File: src/rtl/bitstream_spi_loader.sv
// SPI-flash READ (0x03), byte-wise hunt for sync 0xFAB0FAB1, then header/data word framing until a desync header.
// Optional macro BITSTREAM_LOADER_AUTOSTART_EN issues one internal start pulse the second cycle after reset release.
module bitstream_spi_loader #(
   parameter int unsigned CLK_DIV        = 2,
   parameter logic [23:0] START_ADDR     = 24'h000000,
   parameter int unsigned NUM_ROWS       = 18,
   parameter int unsigned MAX_HUNT_BYTES = 1024
) (
   input  logic        clk_i,
   input  logic        rst_ni,
   input  logic        start_i,
   output logic        spi_sck_o,
   output logic        spi_cs_no,
   output logic        spi_mosi_o,
   input  logic        spi_miso_i,
   output logic [31:0] bitstream_data_o,
   output logic        bitstream_valid_o,
   output logic        busy_o,
   output logic        done_o,
   output logic        error_o
);
   localparam logic [31:0] SYNC_WORD = 32'hFAB0FAB1;
   localparam logic [31:0] CMD_WORD  = {8'h03, START_ADDR};
   localparam int DIV_W  = (CLK_DIV > 1) ? $clog2(CLK_DIV) : 1;
   localparam int HUNT_W = $clog2(MAX_HUNT_BYTES + 1);
   localparam int ROW_W  = (NUM_ROWS > 1) ? $clog2(NUM_ROWS) : 1;
   localparam logic [DIV_W-1:0]  DIV_LAST  = DIV_W'(CLK_DIV - 1);
   localparam logic [HUNT_W-1:0] HUNT_LAST = HUNT_W'(MAX_HUNT_BYTES - 1);
   localparam logic [ROW_W-1:0]  ROW_INIT  = ROW_W'(NUM_ROWS - 1);

   typedef enum logic [2:0] {
      S_IDLE, S_CMD, S_HUNT, S_HEADER, S_DATA, S_END
   } state_t;

   state_t              r_state;
   logic [DIV_W-1:0]    r_div;
   logic                r_sck;
   logic                r_cs_n;
   logic                r_mosi;
   logic [30:0]         r_cmd_sh;
   logic [4:0]          r_bit_cnt;
   logic [31:0]         r_shift;
   logic [HUNT_W-1:0]   r_hunt_cnt;
   logic [ROW_W-1:0]    r_row;
   logic [31:0]         r_data;
   logic                r_valid;
   logic                r_busy;
   logic                r_done;
   logic                r_err;

   logic                w_start;
   logic                w_spi_active;
   logic                w_tick;
   logic                w_rise;
   logic                w_fall;
   logic                w_byte_done;
   logic                w_word_done;
   logic [31:0]         w_shift_nxt;

`ifdef BITSTREAM_LOADER_AUTOSTART_EN
   logic [1:0] r_auto_cnt;

   always_ff @(posedge clk_i or negedge rst_ni) begin
      if (!rst_ni) begin
         r_auto_cnt <= 2'd0;
      end else if (r_auto_cnt != 2'd2) begin
         r_auto_cnt <= r_auto_cnt + 2'd1;
      end
   end

   assign w_start = start_i | (r_auto_cnt == 2'd1);
`else
   assign w_start = start_i;
`endif

   // SCK edges are decided one clk edge ahead, so MISO is sampled on the edge that raises SCK.
   assign w_spi_active = (r_state == S_CMD) || (r_state == S_HUNT) ||
                         (r_state == S_HEADER) || (r_state == S_DATA);
   assign w_tick       = (r_div == DIV_LAST);
   assign w_rise       = w_tick & ~r_sck;
   assign w_fall       = w_tick & r_sck;
   assign w_shift_nxt  = {r_shift[30:0], spi_miso_i};
   assign w_byte_done  = w_rise & (r_bit_cnt[2:0] == 3'd7);
   assign w_word_done  = w_rise & (r_bit_cnt == 5'd31);

   always_ff @(posedge clk_i or negedge rst_ni) begin
      if (!rst_ni) begin
         r_state    <= S_IDLE;
         r_div      <= '0;
         r_sck      <= 1'b0;
         r_cs_n     <= 1'b1;
         r_mosi     <= 1'b0;
         r_cmd_sh   <= '0;
         r_bit_cnt  <= '0;
         r_shift    <= '0;
         r_hunt_cnt <= '0;
         r_row      <= '0;
         r_data     <= '0;
         r_valid    <= 1'b0;
         r_busy     <= 1'b0;
         r_done     <= 1'b0;
         r_err      <= 1'b0;
      end else begin
         r_valid <= 1'b0;
         if (w_spi_active) begin
            r_div <= w_tick ? '0 : r_div + DIV_W'(1);
            if (w_tick) r_sck <= ~r_sck;
         end
         case (r_state)
            S_IDLE, S_END: begin
               r_cs_n <= 1'b1;
               r_sck  <= 1'b0;
               r_mosi <= 1'b0;
               // A start landing while CS is still being released is dropped.
               if (w_start && r_cs_n) begin
                  r_done     <= 1'b0;
                  r_err      <= 1'b0;
                  r_busy     <= 1'b1;
                  r_cs_n     <= 1'b0;
                  r_div      <= '0;
                  r_bit_cnt  <= '0;
                  r_hunt_cnt <= '0;
                  r_shift    <= '0;
                  r_mosi     <= CMD_WORD[31];
                  r_cmd_sh   <= CMD_WORD[30:0];
                  r_state    <= S_CMD;
               end
            end
            S_CMD: begin
               if (w_fall) begin
                  r_mosi    <= r_cmd_sh[30];
                  r_cmd_sh  <= {r_cmd_sh[29:0], 1'b0};
                  r_bit_cnt <= r_bit_cnt + 5'd1;
                  if (r_bit_cnt == 5'd31) begin
                     r_mosi    <= 1'b0;
                     r_bit_cnt <= '0;
                     r_state   <= S_HUNT;
                  end
               end
            end
            S_HUNT: begin
               if (w_rise) begin
                  r_shift   <= w_shift_nxt;
                  r_bit_cnt <= r_bit_cnt + 5'd1;
                  if (w_byte_done) begin
                     if (w_shift_nxt == SYNC_WORD) begin
                        r_data    <= w_shift_nxt;
                        r_valid   <= 1'b1;
                        r_bit_cnt <= '0;
                        r_state   <= S_HEADER;
                     end else if (r_hunt_cnt == HUNT_LAST) begin
                        r_err   <= 1'b1;
                        r_busy  <= 1'b0;
                        r_state <= S_END;
                     end else begin
                        r_hunt_cnt <= r_hunt_cnt + HUNT_W'(1);
                     end
                  end
               end
            end
            S_HEADER: begin
               if (w_rise) begin
                  r_shift   <= w_shift_nxt;
                  r_bit_cnt <= r_bit_cnt + 5'd1;
                  if (w_word_done) begin
                     r_data  <= w_shift_nxt;
                     r_valid <= 1'b1;
                     if (w_shift_nxt[20]) begin
                        r_done  <= 1'b1;
                        r_busy  <= 1'b0;
                        r_state <= S_END;
                     end else begin
                        r_row   <= ROW_INIT;
                        r_state <= S_DATA;
                     end
                  end
               end
            end
            S_DATA: begin
               if (w_rise) begin
                  r_shift   <= w_shift_nxt;
                  r_bit_cnt <= r_bit_cnt + 5'd1;
                  if (w_word_done) begin
                     r_data  <= w_shift_nxt;
                     r_valid <= 1'b1;
                     if (r_row == '0) r_state <= S_HEADER;
                     else r_row <= r_row - ROW_W'(1);
                  end
               end
            end
            default: r_state <= S_IDLE;
         endcase
      end
   end

   assign spi_sck_o         = r_sck;
   assign spi_cs_no         = r_cs_n;
   assign spi_mosi_o        = r_mosi;
   assign bitstream_data_o  = r_data;
   assign bitstream_valid_o = r_valid;
   assign busy_o            = r_busy;
   assign done_o            = r_done;
   assign error_o           = r_err;
endmodule

File: config.mk
export PLATFORM = sky130hd
export DESIGN_NAME = bitstream_spi_loader
export DESIGN_NICKNAME = d
export VERILOG_FILES = /design/src/rtl/bitstream_spi_loader.sv
export SDC_FILE = /design/constraint.sdc
export NUM_CORES = 1
export LEC_CHECK = 0
export BUFFER_PORTS_ARGS = -buffer_cell sky130_fd_sc_hd__buf_2
export CORE_MARGIN = 4
export CORE_UTILIZATION = 60
export CTS_CLUSTER_DIAMETER = 150
export CTS_CLUSTER_SIZE = 25
export DETAILED_ROUTE_END_ITERATION = 6
export MAX_ROUTING_LAYER = met4
export PLACE_DENSITY = 0.88
export SLEW_MARGIN = 20
export SYNTH_ARGS = -nofsm -noshare
export SYNTH_HDL_FRONTEND = slang
export SYNTH_SLANG_ARGS = --single-unit
File: constraint.sdc
create_clock -name clk_i -period 3 [get_ports clk_i]
set_clock_uncertainty 0.15 [all_clocks]
set_input_delay 0.6 -clock clk_i [delete_from_list [all_inputs] [get_ports clk_i]]
set_output_delay 0.6 -clock clk_i [all_outputs]
set_load 0.1 [all_outputs]
Word level (Yosys, flattened, before mapping)

Index checks and enable logic that the tools add are counted.

Bits of input ports: 4
Output and inout port bits: 39
Register bits after elaboration: 126

Reductions and logical operators: 31
Mux-type cells: 83
Bitwise logic cells: 5
Eq/ne operators: 30
$add $sub $neg: 4

Operators with widths:

| operator                                                                | number |
|---|---|
| 32-bit two-way mux                                                      | 5 |
| 31-bit two-way mux                                                      | 4 |
| 31-bit case mux with 2 select lines                                     | 2 |
| 5-bit two-way mux                                                       | 13 |
| 32-bit case mux with 2 select lines                                     | 1 |
| 11-bit two-way mux                                                      | 5 |
| 3-bit two-way mux                                                       | 12 |
| 32-bit equality test, second input constant                             | 1 |
| 1-bit two-way mux                                                       | 32 |
| 2-bit inequality test, second input constant                            | 13 |
| 11-bit case mux with 2 select lines                                     | 1 |
| 5-bit case mux with 4 select lines                                      | 1 |
| 6-bit AND reduction                                                     | 3 |
| 2-bit nonzero test                                                      | 8 |
| 3-bit case mux with 5 select lines                                      | 1 |
| 2-bit by 1-bit inequality test with 1-bit output, second input constant | 7 |
| 11-bit by 1-bit adder with 11-bit output, second input constant         | 1 |
| 11-bit by 10-bit equality test with 1-bit output, second input constant | 1 |
| 11-bit AND reduction                                                    | 1 |
| 5-bit case mux with 2 select lines                                      | 1 |
| 5-bit AND reduction                                                     | 2 |
| 3-bit equality test, second input constant                              | 3 |
| 9-bit AND reduction                                                     | 1 |
| 1-bit case mux with 2 select lines                                      | 4 |
| other kinds (21)                                                        | 30 |

Logic depth before layout (Yosys ltp)

Gate-level depths: netlist (run 1).

Word-level depth: 7
Gate-level depth with buffers: 9
Gate-level depth less buffers: 8

Worst setup path after synthesis (run 1)

Ideal clock, no wire load.

Path kind: input to register
Start point: in spi_miso_i
End point: reg r_data[12] (netlist: bitstream_data_o[12])
Stages: 7
Buffers on the path: 2
Arrival: 2.354 ns
Required time: 2.725 ns
Path slack: 0.370 ns
Cells stage by stage: or4bb_1 > nor4_4 > nand3_1 > a211o_1 > buf_6 > buf_12 > mux2_4

Word-level cells in the longest chain between the ends: 3

Ends and longest elaborated chain:

| what                                                              | RTL line | text |
|---|---|---|
| from (decl)                                                       | 15       | `input logic spi_miso_i,` |
| 32-bit equality test                                              | 146      | `if (w_shift_nxt == SYNC_WORD) begin` |
| 2-bit by 1-bit inequality test with 1-bit output (no source line) | --       |  |
| 6-bit AND reduction (no source line)                              | --       |  |
| to (signal assigned)                                              | 147      | `r_data <= w_shift_nxt;` |
| to (signal assigned)                                              | 166      | `r_data <= w_shift_nxt;` |
| to (signal assigned)                                              | 184      | `r_data <= w_shift_nxt;` |
| to (decl)                                                         | 45       | `logic [31:0] r_data;` |

Every way passes these cells.
A chain may end at the register's enable or synchronous reset.

Worst setup path after layout (run 1)

Start point: reg r_shift[23]
End point: reg r_data[19] (netlist: bitstream_data_o[19])

Word-level cells in the longest chain between the ends: 3

Ends and longest elaborated chain:

| what                                                              | RTL line | text |
|---|---|---|
| from (decl)                                                       | 42       | `logic [31:0] r_shift;` |
| from (signal assigned)                                            | 143      | `r_shift <= w_shift_nxt;` |
| from (signal assigned)                                            | 163      | `r_shift <= w_shift_nxt;` |
| from (signal assigned)                                            | 181      | `r_shift <= w_shift_nxt;` |
| 32-bit equality test                                              | 146      |  |
| 2-bit by 1-bit inequality test with 1-bit output (no source line) | --       |  |
| 6-bit AND reduction (no source line)                              | --       |  |

Every way passes these cells.

==> results of run 1 <==
[cell type report]
class	instances	area share
Multi-Input combinational cell	337	0.4082
Clock buffer	9	0.02234
Timing Repair Buffer	55	0.06408
Tap cell	105	0.02369
Sequential cell	102	0.4605
Inverter	13	0.008800
Clock inverter	7	0.01241
[state kept, by name, summed over array words and instances (netlist names)]
name / cells
bitstream_data_o: 32
bitstream_valid_o: 1
busy_o: 1
done_o: 1
error_o: 1
r_bit_cnt: 5
r_cmd_sh: 7
r_div: 1
r_hunt_cnt: 11
r_row: 5
r_shift: 31
r_state: 3
spi_cs_no: 1
spi_mosi_o: 1
spi_sck_o: 1
[power by group through the flow]
stage	registers [mW]	clock network, mW	logic [mW]
floorplan	1.42	0	0.0132
global placement	1.42	0	0.0530
detailed placement	1.42	0	0.0558
CTS	1.39	0.855	0.0559
global route	1.40	0.920	0.0632
finish	1.39	0.835	0.0538
[critical path: stages (launching register included)]
cell                      delay (ns)
sky130_fd_sc_hd__dfrtp_1        0.42
sky130_fd_sc_hd__or4bb_1        0.57
sky130_fd_sc_hd__nor4_4         0.35
sky130_fd_sc_hd__nand3_1        0.13
sky130_fd_sc_hd__a211o_2        0.37
sky130_fd_sc_hd__buf_12         0.20
sky130_fd_sc_hd__mux2_4         0.32
[worst paths after layout]
path	from	cells past startpoint	endpoint	slack, ns
min reg2reg	r_cmd_sh[30]	1	r_cmd_sh[30]	0.36
max in group asynchronous	rst_ni	2	bitstream_data_o[19]	1.97
max	r_shift[23]	6	bitstream_data_o[19]	0.35
max reg2reg	r_shift[23]	6	bitstream_data_o[19]	0.35
min	rst_ni	1	r_div	0.03
min in group clk_i	spi_miso_i	3	r_shift[0]	0.33
[per-stage QoR]
stage	std cells	worst slack, ns	hold slack [ns]	util	area (sq um)
floorplan	482	0.3704	0.1544	-	5069
global placement	611	0.3288	0.3215	0.6481	5325
detailed placement	612	0.2941	0.3387	0.6514	5353
CTS	628	0.3384	0.03365	0.6749	5545
global route	628	0.1491	0.04722	0.6749	5545
finish	628	0.3497	0.03337	0.6749	5545
[routing by layer]
metal | share of wire | vias to the layer above | track usage
li1 | - | 1773 | -
met1 | 0.44 | 1914 | 0.3015
met2 | 0.51 | 103 | 0.3663
met3 | 0.050 | 9 | 0.04864
met4 | 0.0074 | 0 | 0.05672
met5 | 0 | - | -
[layout by cell type, fill, tap and decap left out, drive strengths merged, types with 5 or more instances in the layout]
| cell type | synthesis | routed |
|---|---|---|
| or4bb | 6 | 6 |
| a211oi | 6 | 6 |
| mux2 | 32 | 32 |
| o21ai | 52 | 52 |
| ha | 6 | 6 |
| inv | 13 | 15 |
| clkbuf | 23 | 9 |
| nor2b | 5 | 5 |
| nor2 | 20 | 20 |
| dfrtp | 101 | 101 |
| a22o | 7 | 7 |
| a21oi | 20 | 20 |
| nand4 | 8 | 8 |
| or2 | 7 | 7 |
| nand3 | 14 | 14 |
| mux2i | 7 | 7 |
| nand2 | 87 | 87 |
| buf | 5 | 55 |
[cells by family after synthesis]
kind of cell    share of synthesized area
compound gates                     0.1385
xor+xnor                         0.003457
fa+ha+maj                         0.01481
buf+inv                           0.05209
flops                              0.5038
mux                                0.1064
simple gates                       0.1809
==> results.toml, run 1 <==
[sta]
grt_setup_unrepaired = "no"
fin_crit_sh = 0.8834
setup_viol = 0
report.final.hold_viol_count = 0
final-max-slew-violation-count = 0
timing_worst_slew_pin_value_ns = 0.7332
fin_tns_setup_ns = 0
finalCriticalPeriod_ns = 2.650
fmax_mhz = 377.3
timing.slew.headroom = 0.5101

[place]
gp_routability_congestion = 0.9338
io_buffers = 42
dpl.hpwl_mm = 7.152

[critical_path]
timing.setup.critical_path_class = "reg -> reg"
cp.required_ns = 3.10
worst_ep_arrival_time_ns = 2.75
critical_path.startpoint_type = "flop"
critPathCaptureType = "flop"
path_max_fanout = 33

[logic_synthesis]
syn_nets = 492
asyncSetResetFlopFracSynth = 1.000
synth_commonest_cells = "101 x sky130_fd_sc_hd__dfrtp_1, 86 x sky130_fd_sc_hd__nand2_1, 51 x sky130_fd_sc_hd__o21ai_0, 29 x sky130_fd_sc_hd__mux2_4, 22 x sky130_fd_sc_hd__clkbuf_1"
synth-edff-count = 0
post_synth_inst_count = 482
postSynthRegisterBits = 102
yosysUniqueCellTypes = 66
ys_warn_count = 0
synth_top_cell_by_area = "sky130_fd_sc_hd__dfrtp_1"
synthFlopType = "sky130_fd_sc_hd__dfrtp_1"
synth.cell_area_sq_um = 5069
synth.area.top_cells = "sky130_fd_sc_hd__dfrtp_1 50%, sky130_fd_sc_hd__mux2_4 8.6%, sky130_fd_sc_hd__nand2_1 6.4%"
yosys.cell_count.top_type = "sky130_fd_sc_hd__dfrtp_1"
fraction_of_synthesized_cell_area_taken_by_the_top_area_cell_type = 0.4986
synth_sequential_area_ratio = 0.5038
syn_area_per_cell_sq_um = 10.52

[routing]
route.detailed.vias_per_inst = 6.049
detail_route.iter0.violations = 163
drc_errors = 0
routed_wl_mm = 10.64
routedWlPerCell_microns = 16.94
drt_pass1_iterations = 5
antenna_violating_nets_post_route = 0
vias = 3799

[die]
io_pins = 43
std_cell_rows = 33
initial_utilization = 0.6169
floorplan.die.width_microns = 99.91
die_height_microns = 99.91
design.core.area_sq_um = 8217
die_area_sq_um = 9982

[power_and_ir_drop]
fraction_of_power_spent_switching_nets = 0.2476
switching_power_uw = 565.4
power_mw = 2.283
power.leakage_nw = 2.765
pwr-share-clk = 0.366
ir_worst_vdd_uv = 255.5
share_seq_of_total_power = 0.611
internal_power_mw = 1.718
combPwrFrac = 0.024
pwr_density_cell_nw_per_um2 = 411.8

[final_layout]
layout-drive-gt1-share = 0.2371
insertedDiodeCount = 0
filler_cell_count = 602
multi_input_comb_area_sq_um = 2263
areaGrowthSynthToFinish_pct = 9.405
sequential_cell_area_sq_um = 2554
finalNetCount = 528

[clock_tree]
cts_root_buf = "sky130_fd_sc_hd__clkbuf_8"
clock_latency_ns = 0.37
cts_resized = 0
cts_tree = "yes"
post_cts_repair_timing_setup_buffer_count = 0
post_cts_hold_buffer_count = 0
worst_case_clock_buffer_depth = 2
cts_buffers = 9
htreeDepth = 3
clkSinkCount = 102
clock_transition_at_the_registers_of_the_reported_paths_ns = 0.11

[global_routing]
globalRoute.totalOverflow = 0
initial_antenna_violation_count = 0
pin_count_of_the_biggest_net_entering_global_routing = 69
number_of_global_route_vias_before_repair = 3762
grt_pass1_wl_mm = 18.08
grt_use_total = 0.2292

[worst_hold_path]
worstHoldPathType = "in -> async"

[flow_run]
max_cap_viol_count = 0

[status]
outcome = "finished clean"
Power figures use the tool's default switching activity.
==> inputs of run 2 (changes only) <==
Settings changed: ABC_AREA set to 1, CORE_UTILIZATION 60 to 59, PLACE_DENSITY 0.88 to 0.87.
==> run 2 against run 1 <==
Die area down 4.7%. Synthesized cell count grew 15%. Sequential power up 21%. Clock power increased by 6.9%. Critical path type unchanged. Largest power group is now combinational logic.
==> results.toml, run 2 <==
[logic_synthesis]
synthMuxAreaShare = 0
ys_warn_count = 0
synth-simple-area-share = 0.2375
synth_top_cell_by_area = "sky130_fd_sc_hd__dfrtp_1"
synth_commonest_cells = "137 x sky130_fd_sc_hd__nand2_1, 101 x sky130_fd_sc_hd__dfrtp_1, 69 x sky130_fd_sc_hd__o21ai_0, 63 x sky130_fd_sc_hd__inv_1, 53 x sky130_fd_sc_hd__nand3_1"
syn_area_per_cell_sq_um = 8.509
fraction_of_synthesized_cell_area_taken_by_the_top_area_cell_type = 0.5343
synthFlopType = "sky130_fd_sc_hd__dfrtp_1"
yosys.area_share.adder = 0.01587
yosys.cell_count.top_type = "sky130_fd_sc_hd__nand2_1"
syn_nets = 566
post_synth_inst_count = 556
yosys.area_share.xor_xnor = 0.01666
asyncSetResetFlopFracSynth = 1.000
synth_top_family_by_area = "simple AND/OR/NAND/NOR gates"
synth.cell_area_sq_um = 4731
yosysUniqueCellTypes = 38
synth-edff-count = 0
postSynthRegisterBits = 102
synth.area.top_cells = "sky130_fd_sc_hd__dfrtp_1 53%, sky130_fd_sc_hd__nand2_1 11%, sky130_fd_sc_hd__o21ai_0 7.3%"
synth_sequential_area_ratio = 0.5398
compound_gate_fraction_of_synth_area = 0.1153

[final_layout]
sequential_cell_area_sq_um = 2554
filler_cell_count = 637
areaGrowthSynthToFinish_pct = 10.26
layout-drive-gt1-share = 0.1386
most-common-layout-cells = "137 x sky130_fd_sc_hd__nand2_1, 101 x sky130_fd_sc_hd__dfrtp_1, 69 x sky130_fd_sc_hd__o21ai_0, 63 x sky130_fd_sc_hd__inv_1, 53 x sky130_fd_sc_hd__nand3_1"
insertedDiodeCount = 0
finalNetCount = 605
final_util = 0.6716
final_common_cell = "sky130_fd_sc_hd__nand2_1"
multi_input_comb_area_sq_um = 1823
largest_register_ffs = 32

[critical_path]
critPathCaptureType = "flop"
max_stage_delay_ns = 0.49
worst_ep_arrival_time_ns = 2.55
cp.required_ns = 3.13
r2r_end = "r_shift[17]"
critical_path.slowest_cell = "sky130_fd_sc_hd__dfrtp_1"
timing.setup.critical_path_class = "reg -> reg"
critical_path.startpoint_type = "flop"
path_max_fanout = 62
r2r_cells = 8
worst_r2r_startpoint = "r_state[1]"
rrSetupSlack_ns = 0.57
crit_path_cell_trace = "inv_1, nand3_4, nand2_4, nand2_1, a21boi_4, buf_4, nand3_1, o21ai_0"

[routing]
drt_pass1_iterations = 5
routed_wl_mm = 9.425
antenna_violating_nets_post_route = 0
detail_route.iter0.violations = 211
route.detailed.vias_per_inst = 5.435
drc_errors = 0
vias = 3810
routedWlPerCell_microns = 13.45

[power_and_ir_drop]
pwr_density_cell_nw_per_um2 = 895.2
ir_worst_vdd_uv = 927.6
power.leakage_nw = 2.532

[clock_tree]
cts_resized = 0
post_cts_repair_timing_setup_buffer_count = 0
htreeDepth = 3
cts_root_buf = "sky130_fd_sc_hd__clkbuf_8"
clkSinkCount = 102
cts_buffers = 9
cts_tree = "yes"
worst_case_clock_buffer_depth = 2
clock_latency_ns = 0.37
clock_transition_at_the_registers_of_the_reported_paths_ns = 0.10
post_cts_hold_buffer_count = 0

[die]
die_area_sq_um = 9515
initial_utilization = 0.6091
std_cell_rows = 32
floorplan.die.width_microns = 97.55
design.core.area_sq_um = 7767
die_height_microns = 97.55
io_pins = 43

[status]
outcome = "finished clean"

[sta]
grt_setup_unrepaired = "no"
timing_worst_slew_pin_value_ns = 0.5590
fmax_mhz = 412.3
timing.slew.headroom = 0.6273
report.final.hold_viol_count = 0
final-max-slew-violation-count = 0
fin_crit_sh = 0.8085
setup_viol = 0
finalCriticalPeriod_ns = 2.426
fin_tns_setup_ns = 0

[global_routing]
grt_use_total = 0.2166
grt_pass1_wl_mm = 16.48
pin_count_of_the_biggest_net_entering_global_routing = 63
number_of_global_route_vias_before_repair = 3670
globalRoute.totalOverflow = 0
initial_antenna_violation_count = 0

[place]
gp_routability_congestion = 0.9142
io_buffers = 42
dpl.hpwl_mm = 6.594

[flow_run]
max_cap_viol_count = 0

[worst_hold_path]
worstHoldPathType = "in -> async"
[run 2: changes by cell type in the layout (fill, tap and decap cells not counted), sizes merged, moves of 9 or more]
cell,delta
nand3,+41
buf,-9
mux2,-32
nor2,+26
inv,+57
nand2,+54
a21oi,-13
o21ai,+31
[run 2: layout make-up]
type | count | share of cell area
clock buffer | 9 | 0.02375
multi-input combinational | 368 | 0.3495
inverter | 68 | 0.04893
timing repair buffer | 46 | 0.04893
sequential | 102 | 0.4896
tap | 102 | 0.02447
clock inverter | 6 | 0.01487
[run 2: kinds of logic (layout without fill, tap and decap cells)]
family | after synthesis | in the layout
buffers and inverters | 86 | 129
adders and majority gates | 6 | 6
xor gates and xnor gates | 9 | 9
AOI/OAI and AO/OA | 101 | 101
and+or+nand+nor | 252 | 252
DFF | 102 | 102
[run 2: where the power goes]
group	leakage, nW	internal (mW)	total, mW	switching [mW]
sequential	1.39	1.55	1.68	0.134
combinational	1.04	0.465	2.09	1.63
clock	0.100	0.399	0.893	0.494
[run 2: metal layers]
metal	routed length (microns)	vias to the layer above	global-route usage
li1	-	1865	-
met1	4169	1833	0.2794
met2	4693	97	0.3432
met3	400	15	0.03733
met4	161	0	0.08626
met5	0	-	-
[run 2: per-stage QoR]
stage	setup slack [ns]	total power [mW]	hold WS, ns	instance area, sq um	instances
floorplan	0.8188	3.443	0.1544	4731	556
global placement	0.6942	3.732	0.3115	5015	686
detailed placement	0.6321	3.786	0.3187	5015	686
CTS	0.5795	4.681	0.06986	5216	701
global route	0.3399	4.982	0.09367	5216	701
finish	0.5744	4.670	0.05609	5216	701
[run 2: critical path: cells and delay by family, from the launching register on]
kind | cells | cell delay (ns)
and+or+nand+nor | 4 | 0.77
buffers and inverters | 2 | 0.60
DFF | 1 | 0.49
AOI/OAI and AO/OA | 2 | 0.29
[run 2: worst max-delay path by stage]
stage,startpoint,to,slack (ns),cells past startpoint
3_5_place_dp,r_state[1],r_shift[30],0.63,8
4_1_cts,r_state[1],r_shift[17],0.58,8
5_1_grt,r_state[1],r_shift[17],0.34,8
2_1_floorplan,spi_sck_o,r_hunt_cnt[9],0.82,9
6_report,r_state[1],r_shift[17],0.57,8
3_3_place_gp,r_state[1],r_shift[18],0.69,8
